**src/rtl/mine_hit_tracker_pkg.sv**
```systemverilog
// mine_hit_tracker_pkg
// Shared definitions for the minefield and its hit tracker: mine count,
// row-index scrambling constant, flash FSM encodings and the helper that
// maps raster rows onto mine indices.
package mine_hit_tracker_pkg;

    localparam int          NUM_MINES    = 16;
    localparam logic [3:0]  MINE_IDX_XOR = 4'd8;

    typedef enum logic {
        FLASH_IDLE = 1'b0,
        FLASH_ON   = 1'b1
    } flash_state_t;

    // Mine row selected by vpos[6:3]; the XOR matches the minefield's row order.
    function automatic logic [3:0] mine_idx(input logic [3:0] row_bits);
        return row_bits ^ MINE_IDX_XOR;
    endfunction

endpackage

```
**src/rtl/mine_hit_tracker_frame_timer.sv**
```systemverilog
// frame_timer
// Vertical-sync rising-edge detector plus the flash frame down-counter.
// Ports:
//   clk, reset   : pixel clock, synchronous active-high reset
//   vsync        : vertical sync from the sync generator
//   load         : reload the counter with FLASH_FRAMES-1
//   vsync_rise   : high for the cycle in which vsync rises (frame boundary)
//   done         : counter has reached zero
module frame_timer #(
    parameter int FLASH_FRAMES = 16
) (
    input  logic clk,
    input  logic reset,
    input  logic vsync,
    input  logic load,
    output logic vsync_rise,
    output logic done
);

    localparam logic [7:0] LOAD_VAL = 8'(FLASH_FRAMES - 1);

    logic       vsync_q_r;
    logic [7:0] frame_cnt_r;

    assign vsync_rise = vsync && !vsync_q_r;
    assign done       = (frame_cnt_r == 8'd0);

    // vsync delay stage and frame counter; vsync_q resets high so a vsync
    // already high at reset release is not seen as an edge.
    always_ff @(posedge clk) begin
        if (reset) begin
            vsync_q_r   <= 1'b1;
            frame_cnt_r <= 8'd0;
        end else begin
            vsync_q_r <= vsync;
            if (load) begin
                frame_cnt_r <= LOAD_VAL;
            end else if (vsync_rise && (frame_cnt_r != 8'd0)) begin
                frame_cnt_r <= frame_cnt_r - 8'd1;
            end else begin
                frame_cnt_r <= frame_cnt_r;
            end
        end
    end

endmodule

```
**src/rtl/mine_hit_tracker.sv**
```systemverilog
// mine_hit_tracker
// Detects tank/mine pixel coincidences during a frame, then at the vsync
// boundary commits them into the exploded-mine mask, pulses per-player hit
// flags, bumps saturating per-player hit counts and starts a frame-counted
// explosion flash.
// Build option: MINE_REARM_EN -- when defined, a fully exploded minefield
// clears back to all-armed at the end of the flash.
// Ports:
//   clk, reset        : pixel clock, synchronous active-high reset
//   hpos, vpos        : raster position
//   vsync             : vertical sync, rising edge = frame boundary
//   mine_all          : mine pixel regardless of exploded state
//   tank1_gfx/2_gfx   : tank pixels
//   mine_exploded     : per-mine exploded mask (1 = hidden)
//   hit_p1/hit_p2     : one-cycle pulse at commit if that player hit a mine
//   flash             : explosion flash active
//   hits_p1/hits_p2   : saturating per-player hit-frame counts
module mine_hit_tracker
    import mine_hit_tracker_pkg::*;
#(
    parameter int FLASH_FRAMES = 16
) (
    input  logic        clk,
    input  logic        reset,
    input  logic [8:0]  hpos,
    input  logic [8:0]  vpos,
    input  logic        vsync,
    input  logic        mine_all,
    input  logic        tank1_gfx,
    input  logic        tank2_gfx,
    output logic [15:0] mine_exploded,
    output logic        hit_p1,
    output logic        hit_p2,
    output logic        flash,
    output logic [7:0]  hits_p1,
    output logic [7:0]  hits_p2
);

    logic [NUM_MINES-1:0] mine_exploded_r;
    logic [NUM_MINES-1:0] pend_mask_r;
    logic                 pend_p1_r;
    logic                 pend_p2_r;
    logic                 hit_p1_r;
    logic                 hit_p2_r;
    logic [7:0]           hits_p1_r;
    logic [7:0]           hits_p2_r;
    flash_state_t         state_r;
    flash_state_t         state_next_s;

    logic [3:0]           idx_s;
    logic                 mine_live_s;
    logic                 hit1_s;
    logic                 hit2_s;
    logic [NUM_MINES-1:0] hit_mask_s;
    logic                 vsync_rise_s;
    logic                 done_s;
    logic                 load_s;
    logic                 commit_hits_s;
    logic                 rearm_s;
    logic                 unused_s;

    // Horizontal position and the vpos bits outside the mine row field are
    // not needed; hit detection keys on the mine/tank pixel coincidence.
    assign unused_s = &{1'b0, hpos, vpos[8:7], vpos[2:0]};

    assign idx_s         = mine_idx(vpos[6:3]);
    assign mine_live_s   = mine_all && !mine_exploded_r[idx_s];
    assign hit1_s        = mine_live_s && tank1_gfx;
    assign hit2_s        = mine_live_s && tank2_gfx;
    assign hit_mask_s    = (hit1_s || hit2_s) ? (16'd1 << idx_s) : 16'd0;
    assign commit_hits_s = vsync_rise_s && (pend_mask_r != 16'd0);

    frame_timer #(
        .FLASH_FRAMES (FLASH_FRAMES)
    ) u_frame_timer (
        .clk        (clk),
        .reset      (reset),
        .vsync      (vsync),
        .load       (load_s),
        .vsync_rise (vsync_rise_s),
        .done       (done_s)
    );

    // Flash FSM state register.
    always_ff @(posedge clk) begin
        if (reset) begin
            state_r <= FLASH_IDLE;
        end else begin
            state_r <= state_next_s;
        end
    end

    // Flash FSM next state; a commit with hits (re)loads the frame counter.
    always_comb begin
        state_next_s = state_r;
        load_s       = 1'b0;
        case (state_r)
            FLASH_IDLE: begin
                if (commit_hits_s) begin
                    state_next_s = FLASH_ON;
                    load_s       = 1'b1;
                end else begin
                    state_next_s = FLASH_IDLE;
                end
            end
            FLASH_ON: begin
                if (commit_hits_s) begin
                    state_next_s = FLASH_ON;
                    load_s       = 1'b1;
                end else if (vsync_rise_s && done_s) begin
                    state_next_s = FLASH_IDLE;
                end else begin
                    state_next_s = FLASH_ON;
                end
            end
            default: begin
                state_next_s = FLASH_IDLE;
            end
        endcase
    end

    // Re-arm decision at the end of a flash over a fully exploded field.
    always_comb begin
`ifdef MINE_REARM_EN
        if ((state_r == FLASH_ON) && (state_next_s == FLASH_IDLE) &&
            (mine_exploded_r == 16'hFFFF)) begin
            rearm_s = 1'b1;
        end else begin
            rearm_s = 1'b0;
        end
`else
        rearm_s = 1'b0;
`endif
    end

    // Pending-hit capture during the frame and commit at the vsync boundary.
    // A hit pixel on the commit cycle itself is dropped with the pending state.
    always_ff @(posedge clk) begin
        if (reset) begin
            mine_exploded_r <= 16'd0;
            pend_mask_r     <= 16'd0;
            pend_p1_r       <= 1'b0;
            pend_p2_r       <= 1'b0;
            hit_p1_r        <= 1'b0;
            hit_p2_r        <= 1'b0;
            hits_p1_r       <= 8'd0;
            hits_p2_r       <= 8'd0;
        end else if (vsync_rise_s) begin
            mine_exploded_r <= rearm_s ? 16'd0 : (mine_exploded_r | pend_mask_r);
            hit_p1_r        <= pend_p1_r;
            hit_p2_r        <= pend_p2_r;
            if (pend_p1_r && (hits_p1_r != 8'd255)) begin
                hits_p1_r <= hits_p1_r + 8'd1;
            end else begin
                hits_p1_r <= hits_p1_r;
            end
            if (pend_p2_r && (hits_p2_r != 8'd255)) begin
                hits_p2_r <= hits_p2_r + 8'd1;
            end else begin
                hits_p2_r <= hits_p2_r;
            end
            pend_mask_r <= 16'd0;
            pend_p1_r   <= 1'b0;
            pend_p2_r   <= 1'b0;
        end else begin
            pend_mask_r <= pend_mask_r | hit_mask_s;
            pend_p1_r   <= pend_p1_r | hit1_s;
            pend_p2_r   <= pend_p2_r | hit2_s;
            hit_p1_r    <= 1'b0;
            hit_p2_r    <= 1'b0;
        end
    end

    assign mine_exploded = mine_exploded_r;
    assign hit_p1        = hit_p1_r;
    assign hit_p2        = hit_p2_r;
    assign hits_p1       = hits_p1_r;
    assign hits_p2       = hits_p2_r;
    assign flash         = (state_r == FLASH_ON);

endmodule

```
**config.mk**
```make
export PLATFORM = sky130hd
export DESIGN_NAME = mine_hit_tracker
export DESIGN_NICKNAME = d
export VERILOG_FILES = /design/src/rtl/mine_hit_tracker_pkg.sv /design/src/rtl/mine_hit_tracker_frame_timer.sv /design/src/rtl/mine_hit_tracker.sv
export SDC_FILE = /design/constraint.sdc
export NUM_CORES = 1
export LEC_CHECK = 0
export BUFFER_PORTS_ARGS = -buffer_cell sky130_fd_sc_hd__buf_2
export CORE_MARGIN = 2
export CORE_UTILIZATION = 48
export DETAILED_ROUTE_END_ITERATION = 8
export PLACE_DENSITY = 0.75
export SLEW_MARGIN = 10
export SYNTH_ARGS = -nofsm -noshare
export SYNTH_HDL_FRONTEND = slang
export SYNTH_HIERARCHICAL = 1
export SYNTH_SLANG_ARGS = --single-unit
```
**constraint.sdc**
```tcl
create_clock -name clk -period 1.69 [get_ports clk]
set_clock_uncertainty 0.1 [all_clocks]
set_input_delay 0.169 -clock clk [delete_from_list [all_inputs] [get_ports clk]]
set_output_delay 0.169 -clock clk [all_outputs]
set_load 0.02 [all_outputs]
```
==> results of run 1 <==
==> Yosys cell counts (2+ instances only) <==
library cell,number,area [um2]
xnor2_1,9,78.8
clkbuf_1,6,22.5
nor3_1,5,25.0
nor4_1,5,31.3
inv_1,9,33.8
ha_1,4,50.1
mux2_2,2,22.5
a31oi_1,7,43.8
a21oi_1,30,150
a2111oi_0,3,26.3
nor4b_1,2,17.5
buf_1,3,11.3
a41oi_1,3,26.3
buf_2,4,20.0
mux4_1,2,52.6
and4_1,2,17.5
a22o_2,3,30.0
or3_1,2,12.5
nor2_1,50,188
nand2_1,18,67.6
dfxtp_1,62,1240
nor2b_1,2,12.5
o21ai_0,4,20.0
mux2i_1,5,50.1
or2_2,2,12.5
nand3_1,6,30.0
o31ai_1,4,30.0
and3_1,2,12.5
nor3b_1,3,22.5
a211oi_1,2,15.0
or4_1,3,22.5
and3_2,2,15.0
and2b_1,2,15.0
==> cells by family after synthesis <==
logic type / share of synthesized area
simple gates: 0.233
buf+inv: 0.0367
fa+ha+maj: 0.0186
mux: 0.0464
compound gates: 0.173
xor+xnor: 0.0325
flops: 0.461
==> power by group through the flow <==
stage / registers (mW) / clock network [mW] / logic (mW)
after CTS: 1.51 / 1.38 / 0.290
final: 1.51 / 1.37 / 0.303
after floorplan: 1.54 / 0 / 0.186
after global placement: 1.54 / 0 / 0.275
after global routing: 1.51 / 1.45 / 0.333
after detailed placement: 1.54 / 0 / 0.282
==> worst max-delay path: stages, from the launching register on <==
cell and delay (ps):
dfxtp_1 340, nor4_2 340, a41oi_1 160, buf_4 190, or3_1 340, mux2i_1 130
==> metrics by stage <==
step                      hold slack [ps]  worst slack [ps]  total power, mW  instances
after floorplan                       176             -23.1             1.73        294
after global placement                270              14.9             1.82        420
after detailed placement              277             -29.4             1.82        420
after CTS                            20.8              12.5             3.18        438
after global routing                 47.9             -93.6             3.29        440
final                                24.7              22.7             3.19        440
==> metal layers <==
metal  share of wire  vias to the layer above  wire (um)
li1                -                     1203          -
met1            0.44                     1142       2820
met2            0.49                       66       3130
met3           0.046                       14        290
met4           0.016                        0        104
met5               0                        -          0
==> path summary, 6_finish.rpt <==
| check | from | endpoint | slack [ps] |
|---|---|---|---|
| max | pend_mask_r[6]$_SDFF_PP0_ | u_frame_timer/frame_cnt_r[5]$_SDFFE_PP0P_ | 20 |
| min | tank1_gfx | pend_p1_r$_SDFF_PP0_ | 20 |
| max reg2reg | pend_mask_r[6]$_SDFF_PP0_ | u_frame_timer/frame_cnt_r[5]$_SDFFE_PP0P_ | 20 |
| min reg2reg | mine_exploded[0]$_SDFFE_PP0P_ | mine_exploded[0]$_SDFFE_PP0P_ | 380 |
==> registers in the layout, indices dropped and copies added, names as in the netlist <==
signal and flops:
u_frame_timer/vsync_q_r 1, pend_mask_r 16, hits_p1 8, hit_p2 1
u_frame_timer/frame_cnt_r 8, hit_p1 1, hits_p2 8, mine_exploded 16
pend_p1_r 1, pend_p2_r 1, flash 1
==> final cells by class <==
| class | count | area, um2 | share of cell area |
|---|---|---|---|
| Clock inverter | 5 | 75.1 | 0.0217 |
| Clock buffer | 10 | 128 | 0.0369 |
| Tap cell | 72 | 90.1 | 0.0261 |
| Timing Repair Buffer | 73 | 449 | 0.130 |
| Multi-Input combinational cell | 209 | 1440 | 0.416 |
| Sequential cell | 62 | 1240 | 0.360 |
| Inverter | 9 | 33.8 | 0.00977 |
==> repair_timing <==
action / in CTS / in global routing
cloned: 0 / 0
endpoints found under the hold margin: 2 / 0
gates resized for setup: 2 / 14
hold buffers: 3 / 0
buffers inserted: 0 / 2
pin swaps: 0 / 1
endpoints found under the setup margin: 3 / 17
==> results.json, run 1 <==
{
  "pwr-share-clk": 0.431,
  "pwr-share-seq": 0.474,
  "slew_headroom": 0.723,
  "layout_commonest_cell": "dfxtp_1",
  "utilization": 0.632,
  "met3_usage": 0.0386,
  "cp.required_ps": 1860,
  "drc": 0,
  "drt_iter0_drc": 107,
  "grt_pass1_vias": 2276,
  "synth_edf_count": 0,
  "status": "finished clean",
  "track_usage": 0.210,
  "core_um2": 5470,
  "fmax_mhz": 600,
  "intPower_mw": 2.44,
  "rr_worst_depth": 5,
  "grt_use_met1": 0.253,
  "busiest_layer": "met2",
  "clock_latency_ps": 340,
  "critPathMaxFanout": 8,
  "slew_violations": 0,
  "p_comb_frac": 0.095,
  "clock_path_buffers": 2,
  "finalSetupTns_ps": 0,
  "drive_above_1_share": 0.323,
  "drt-pass1-iter-count": 4,
  "post-dp-hpwl_mm": 4.33,
  "clk_pin_slew_ps": 70,
  "synth_nets": 322,
  "worst-setup-path-type": "reg2reg",
  "port_buffers": 44,
  "cts_tree": "built",
  "timing.final.hold_violations": 0,
  "powerDensity_nw_per_um2": 922,
  "place_area_um2": 3130,
  "cap_violations": 0,
  "p_sw_uw": 751,
  "drtAntennaViolNets": 0,
  "period_minus_slack_ps": 1670,
  "dieArea_um2": 6230,
  "grt.met2_usage": 0.368,
  "n_antenna_cell": 0,
  "cts_made_buffers": 9,
  "fp-row-count": 27,
  "nFillCells": 462,
  "end_kind": "flop",
  "synth_area_per_cell_um2": 9.17,
  "critPathLaunchType": "flop",
  "dieWidth_um": 78.9,
  "tightest_slew_ps": 414,
  "initial_core_util": 0.492,
  "antenna_found_initial": 0,
  "grt-ovfl-total": 0,
  "gp_congestion": 0.848,
  "grt_max_degree": 29,
  "synth_seq_cells": 62,
  "area_growth_pct": 28.3,
  "cp_data_arrival_time_ps": 1840,
  "grt_first_pass_wirelength_mm": 10.5,
  "ys_async_sr_fraction": 0,
  "ys.flop_type": "dfxtp_1",
  "hold_depth": 3,
  "power_switching_share": 0.235,
  "io_pins": 59,
  "die_h_um": 78.9,
  "htreeDepth": 3,
  "min_path_type": "in2reg",
  "rsz0062_at_grt": "yes",
  "clock-sinks": 62,
  "final_cell_mix": "dfxtp_1, nor2_1, buf_2",
  "vdd_drop_max_uv": 557,
  "syn-cell-area_um2": 2700,
  "p_leak_nw": 1.43,
  "syn_inst": 294,
  "synth.distinct_cells": 59,
  "final-setup-viol-count": 0,
  "final_area_um2": 3460,
  "root_buffer": "clkbuf_8",
  "num_vias": 2425,
  "nets": 392,
  "wl_mm": 6.35,
  "synth-seq-area-share": 0.461,
  "avgViaCountPerCell": 5.51,
  "yosys_warnings": 6,
  "routedWlPerCell_um": 14.4,
  "period_share": 0.987
}
Note: power is estimated with default switching activity, not from simulation.
==> inputs of run 2 (changes only) <==
--- a/config.mk
+++ b/config.mk
@@ -7,9 +7,9 @@
 export LEC_CHECK = 0
 export BUFFER_PORTS_ARGS = -buffer_cell sky130_fd_sc_hd__buf_2
 export CORE_MARGIN = 2
-export CORE_UTILIZATION = 48
+export CORE_UTILIZATION = 53
 export DETAILED_ROUTE_END_ITERATION = 8
-export PLACE_DENSITY = 0.75
+export PLACE_DENSITY = 0.78
 export SLEW_MARGIN = 10
 export SYNTH_ARGS = -nofsm -noshare
 export SYNTH_HDL_FRONTEND = slang
==> constraint.sdc (replaced) <==
create_clock -name clk -period 1.73 [get_ports clk]
set_clock_uncertainty 0.1 [all_clocks]
set_input_delay 0.173 -clock clk [delete_from_list [all_inputs] [get_ports clk]]
set_output_delay 0.173 -clock clk [all_outputs]
set_load 0.02 [all_outputs]
==> run 2 against run 1 <==
Compared with the run above:
- clock power is essentially flat
- power fell by 1.0%
- utilization rose by 7.9 points
- global-route usage is 3.3 points higher
- fmax is 1.4% lower
- largest power group unchanged
- count of clock-buffer cells in the layout is 2 higher
- worst setup slack improved by 16 ps
- register-to-register slack better by 20 ps
==> results.json, run 2 (synthesis results as in run 1) <==
{
  "status": "finished clean",
  "cts_tree": "built",
  "dieWidth_um": 75.3,
  "p_comb_frac": 0.091,
  "slowest_delay_ps": 460,
  "wl_mm": 6.61,
  "drtAntennaViolNets": 0,
  "cp.required_ps": 1840,
  "total_power_mw": 3.16,
  "power_switching_share": 0.232,
  "dieArea_um2": 5670,
  "cp_cell_sequence": "nor2b_4 -> nand2_1 -> nor4b_1 -> xnor2_1 -> nor2_1",
  "utilization": 0.711,
  "n_antenna_cell": 0,
  "grt-ovfl-total": 0,
  "finalSetupTns_ps": 0,
  "root_buffer": "clkbuf_8",
  "drc": 0,
  "p_sw_uw": 731,
  "fmax_mhz": 591,
  "antenna_found_initial": 0,
  "io_pins": 59,
  "core_um2": 4820,
  "drt-pass1-iter-count": 4,
  "intPower_mw": 2.43,
  "cts_made_buffers": 9,
  "pwr-share-clk": 0.441,
  "gp_congestion": 0.857,
  "fp-row-count": 25,
  "grt_pass1_vias": 2280,
  "clock-sinks": 62,
  "post-dp-hpwl_mm": 4.26,
  "tightest_slew_ps": 481,
  "area_growth_pct": 27.1,
  "powerDensity_nw_per_um2": 922,
  "cp_data_arrival_time_ps": 1800,
  "initial_core_util": 0.559,
  "grt_max_degree": 46,
  "num_vias": 2444,
  "htreeDepth": 3,
  "drive_above_1_share": 0.304,
  "pre_cts_slack_ps": -11.4,
  "end_kind": "flop",
  "nets": 385,
  "cp_slowest_cell": "nor4b_1",
  "period_share": 0.978,
  "critPathMaxFanout": 8,
  "port_buffers": 44,
  "multi_input_area_um2": 1450,
  "slew_violations": 0,
  "p_leak_nw": 1.40,
  "min_path_type": "in2reg",
  "critPathLaunchType": "flop",
  "clock_path_buffers": 2,
  "clock_latency_ps": 340,
  "pwr-share-seq": 0.468,
  "avgViaCountPerCell": 5.70,
  "final-setup-viol-count": 0,
  "vdd_drop_max_uv": 673,
  "worst-setup-path-type": "reg2reg",
  "clk_pin_slew_ps": 70,
  "nFillCells": 379,
  "period_minus_slack_ps": 1690,
  "slew_headroom": 0.679,
  "final_cell_mix": "dfxtp_1, nor2_1, buf_2",
  "timing.final.hold_violations": 0,
  "routedWlPerCell_um": 15.4,
  "grt_first_pass_wirelength_mm": 10.3,
  "seqCellArea_um2": 1240,
  "cap_violations": 0,
  "track_usage": 0.243,
  "layout_commonest_cell": "dfxtp_1",
  "final.setup.worst_slack_ps": 38.7,
  "drt_iter0_drc": 169,
  "die_h_um": 75.3,
  "rsz0062_at_grt": "yes"
}
[run 2: through the flow]
step	hold slack [ps]	instances	cell area (um2)
2_1_floorplan	180	294	2700
3_3_place_gp	273	410	3080
3_5_place_dp	274	410	3080
4_1_cts	8.33	428	3340
5_1_grt	51.7	429	3420
6_report	21.9	429	3420
[run 2: cell type report]
| cell class | instances | share of cell area |
|---|---|---|
| timing repair buffer | 66 | 0.118 |
| sequential | 62 | 0.363 |
| inverter | 9 | 0.00986 |
| clock inverter | 4 | 0.0205 |
| tap | 67 | 0.0245 |
| multi-input combinational | 209 | 0.422 |
| clock buffer | 12 | 0.0424 |
[run 2: routing by layer]
| metal | track usage | routed length (um) | part of all wire |
|---|---|---|---|
| met1 | 0.293 | 2800 | 0.42 |
| met2 | 0.399 | 3320 | 0.50 |
| met3 | 0.0688 | 389 | 0.059 |
| met4 | 0.121 | 110 | 0.017 |
| met5 | 0 | 0 | 0 |
[run 2: path summary, 6_finish.rpt]
kind                                                          from                      end  slack [ps]  depth (start not counted)
worst max-delay path            u_frame_timer/vsync_q_r$_SDFF_PP1_  hits_p1[7]$_SDFFE_PP0P_          40                          5
worst min-delay path                                      mine_all     pend_p2_r$_SDFF_PP0_          20                          3
worst max register to register  u_frame_timer/vsync_q_r$_SDFF_PP1_  hits_p1[7]$_SDFFE_PP0P_          40                          5
worst min register to register                pend_p1_r$_SDFF_PP0_     pend_p1_r$_SDFF_PP0_         370                          2
[run 2: worst max-delay path, delay by kind of cell (launching register included)]
kind	cells	cell delay (ps)
xor gates and xnor gates	1	160
DFF	1	320
and+or+nand+nor	4	980
[run 2: power groups by stage]
| stage | clock network (mW) | logic, mW | registers, mW |
|---|---|---|---|
| 2_1_floorplan | 0 | 0.182 | 1.51 |
| 3_3_place_gp | 0 | 0.263 | 1.51 |
| 3_5_place_dp | 0 | 0.269 | 1.51 |
| 4_1_cts | 1.41 | 0.278 | 1.47 |
| 5_1_grt | 1.47 | 0.316 | 1.48 |
| 6_report | 1.39 | 0.289 | 1.48 |
[run 2: timing repair]
item,4_1_cts,5_1_grt
hold buffers,2,0
gates resized for setup,4,17
pin swaps,0,2
hold endpoints to repair,2,0
setup buffers,0,1
setup endpoints to repair,5,12
==> inputs of run 3 (changes only) <==
--- a/config.mk
+++ b/config.mk
@@ -7,9 +7,10 @@
 export LEC_CHECK = 0
 export BUFFER_PORTS_ARGS = -buffer_cell sky130_fd_sc_hd__buf_2
 export CORE_MARGIN = 2
-export CORE_UTILIZATION = 53
+export CORE_UTILIZATION = 48
 export DETAILED_ROUTE_END_ITERATION = 8
-export PLACE_DENSITY = 0.78
+export PLACE_DENSITY = 0.75
+export SETUP_SLACK_MARGIN = 0.15
 export SLEW_MARGIN = 10
 export SYNTH_ARGS = -nofsm -noshare
 export SYNTH_HDL_FRONTEND = slang
==> constraint.sdc (replaced) <==
create_clock -name clk -period 1.55 [get_ports clk]
set_clock_uncertainty 0.1 [all_clocks]
set_input_delay 0.155 -clock clk [delete_from_list [all_inputs] [get_ports clk]]
set_output_delay 0.155 -clock clk [all_outputs]
set_load 0.02 [all_outputs]
==> run 3 against run 2 <==
Compared with the run above:
- non-clock buffer count increased by 42
- critical path depth unchanged
- cell count is 11% higher
- combinational power is 61% higher
- utilization rose by 5.0 points
- worst hold slack improved by 130 ps
- flip-flop and latch count did not move
- clock power grew 6%
- fmax grew 6.1%
- critical path type unchanged
- worst setup slack worse by 82 ps
- critical endpoint is now hits_p2[5]$_SDFFE_PP0P_
- register-to-register slack worse by 80 ps
- the run now ends with setup timing left
==> results.json, run 3 (synthesis results as in run 1) <==
{
  "cp.required_ps": 1730,
  "dieArea_um2": 6230,
  "track_usage": 0.247,
  "slew_headroom": 0.682,
  "clock-sinks": 62,
  "fmax_mhz": 627,
  "drc": 0,
  "antenna_found_initial": 0,
  "clock_path_buffers": 2,
  "final_area_um2": 4160,
  "cap_violations": 0,
  "cts_tree": "built",
  "root_buffer": "clkbuf_8",
  "slew_violations": 0,
  "drt-pass1-iter-count": 5,
  "tightest_slew_ps": 476,
  "min_path_type": "in2reg",
  "avgViaCountPerCell": 5.65,
  "fp-row-count": 27,
  "io_pins": 59,
  "core_um2": 5470,
  "critPathLaunchType": "flop",
  "grt-ovfl-total": 0,
  "vdd_drop_max_uv": 674,
  "critPathMaxFanout": 3,
  "drtAntennaViolNets": 0,
  "drt_iter0_drc": 162,
  "nets": 427,
  "htreeDepth": 3,
  "dieWidth_um": 78.9,
  "r2r-start": "hits_p2[0]$_SDFFE_PP0P_",
  "n_antenna_cell": 0,
  "hold_start": "reset",
  "period_minus_slack_ps": 1590,
  "worst-setup-path-type": "reg2reg",
  "port_buffers": 44,
  "wl_mm": 7.77,
  "routedWlPerCell_um": 16.3,
  "p_leak_nw": 1.67,
  "die_h_um": 78.9,
  "area_growth_pct": 54.5,
  "violations": "setup timing",
  "num_vias": 2691,
  "status": "finished with violations",
  "period_share": 1.03,
  "cp_data_arrival_time_ps": 1770,
  "drive_above_1_share": 0.545,
  "timing.final.hold_violations": 0,
  "clock_latency_ps": 340,
  "powerDensity_nw_per_um2": 860,
  "grt_max_degree": 46,
  "layout_commonest_cell": "buf_4",
  "grt_pass1_vias": 2582,
  "cts_made_buffers": 9,
  "final_cell_mix": "buf_4, nor2_1, buf_2",
  "clk_pin_slew_ps": 70,
  "rsz0062_at_grt": "yes",
  "final-setup-viol-count": 6,
  "final.setup.worst_slack_ps": -43.7,
  "pre_cts_slack_ps": -105,
  "initial_core_util": 0.492,
  "end_kind": "flop",
  "post-dp-hpwl_mm": 4.69,
  "timing.critical_path.from": "hits_p2[0]$_SDFFE_PP0P_",
  "gp_congestion": 0.858,
  "place_area_um2": 3450,
  "grt_first_pass_wirelength_mm": 12.0
}
[run 3: critical path: stages, from the launching register on]
cell and delay, ps:
dfxtp_4 350, ha_4 150, and3_4 180, a21o_1 160, or4_4 470, a21oi_2 110
[run 3: report_power, final]
group	internal, mW	total (mW)	leakage (nW)	switching (mW)
Sequential	1.61	1.65	0.517	0.0360
Combinational	0.225	0.466	1.05	0.241
Clock	0.821	1.47	0.0977	0.645
Total	2.66	3.58	1.67	0.922
[run 3: worst paths after layout]
check                           slack, ps  cells past startpoint                             end
worst min-delay path                  150                      3         hits_p1[2]$_SDFFE_PP0P_
worst min register to register        380                      2  mine_exploded[13]$_SDFFE_PP0P_
worst max register to register        -40                      5         hits_p2[5]$_SDFFE_PP0P_
worst max-delay path                  -40                      5         hits_p2[5]$_SDFFE_PP0P_
[run 3: layout make-up]
cell class / instances / area [um2]
inverter: 9 / 38.8
timing repair buffer: 108 / 778
tap: 72 / 90.1
fill: 370 / 1310
clock inverter: 4 / 45.0
clock buffer: 12 / 155
multi-input combinational: 209 / 1760
sequential: 62 / 1290
[run 3: per-layer routing]
metal / GRT usage / part of all wire / wire (um)
met4: 0.0966 / 0.020 / 153
met1: 0.286 / 0.40 / 3120
met3: 0.0648 / 0.048 / 373
met2: 0.435 / 0.53 / 4120
met5: 0 / 0 / 0
[run 3: metrics by stage]
stage,instances,utilization,TNS (ps),hold slack (ps),power [mW]
3_3_place_gp,437,0.630,-661,259,2.02
3_5_place_dp,437,0.630,-867,263,2.02
6_report,476,0.761,-147,150,3.58
5_1_grt,476,0.761,-901,176,3.72
4_1_cts,470,0.722,-90.2,136,3.53
2_1_floorplan,294,-,-126,162,1.90
[run 3: timing repair]
| action | in CTS | in global routing |
|---|---|---|
| resized for setup | 34 | 36 |
| pin swaps | 37 | 38 |
| buffers inserted | 13 | 6 |
| hold endpoints to repair | 3 | 0 |
| setup endpoints to repair | 35 | 41 |
| hold buffers | 4 | 0 |
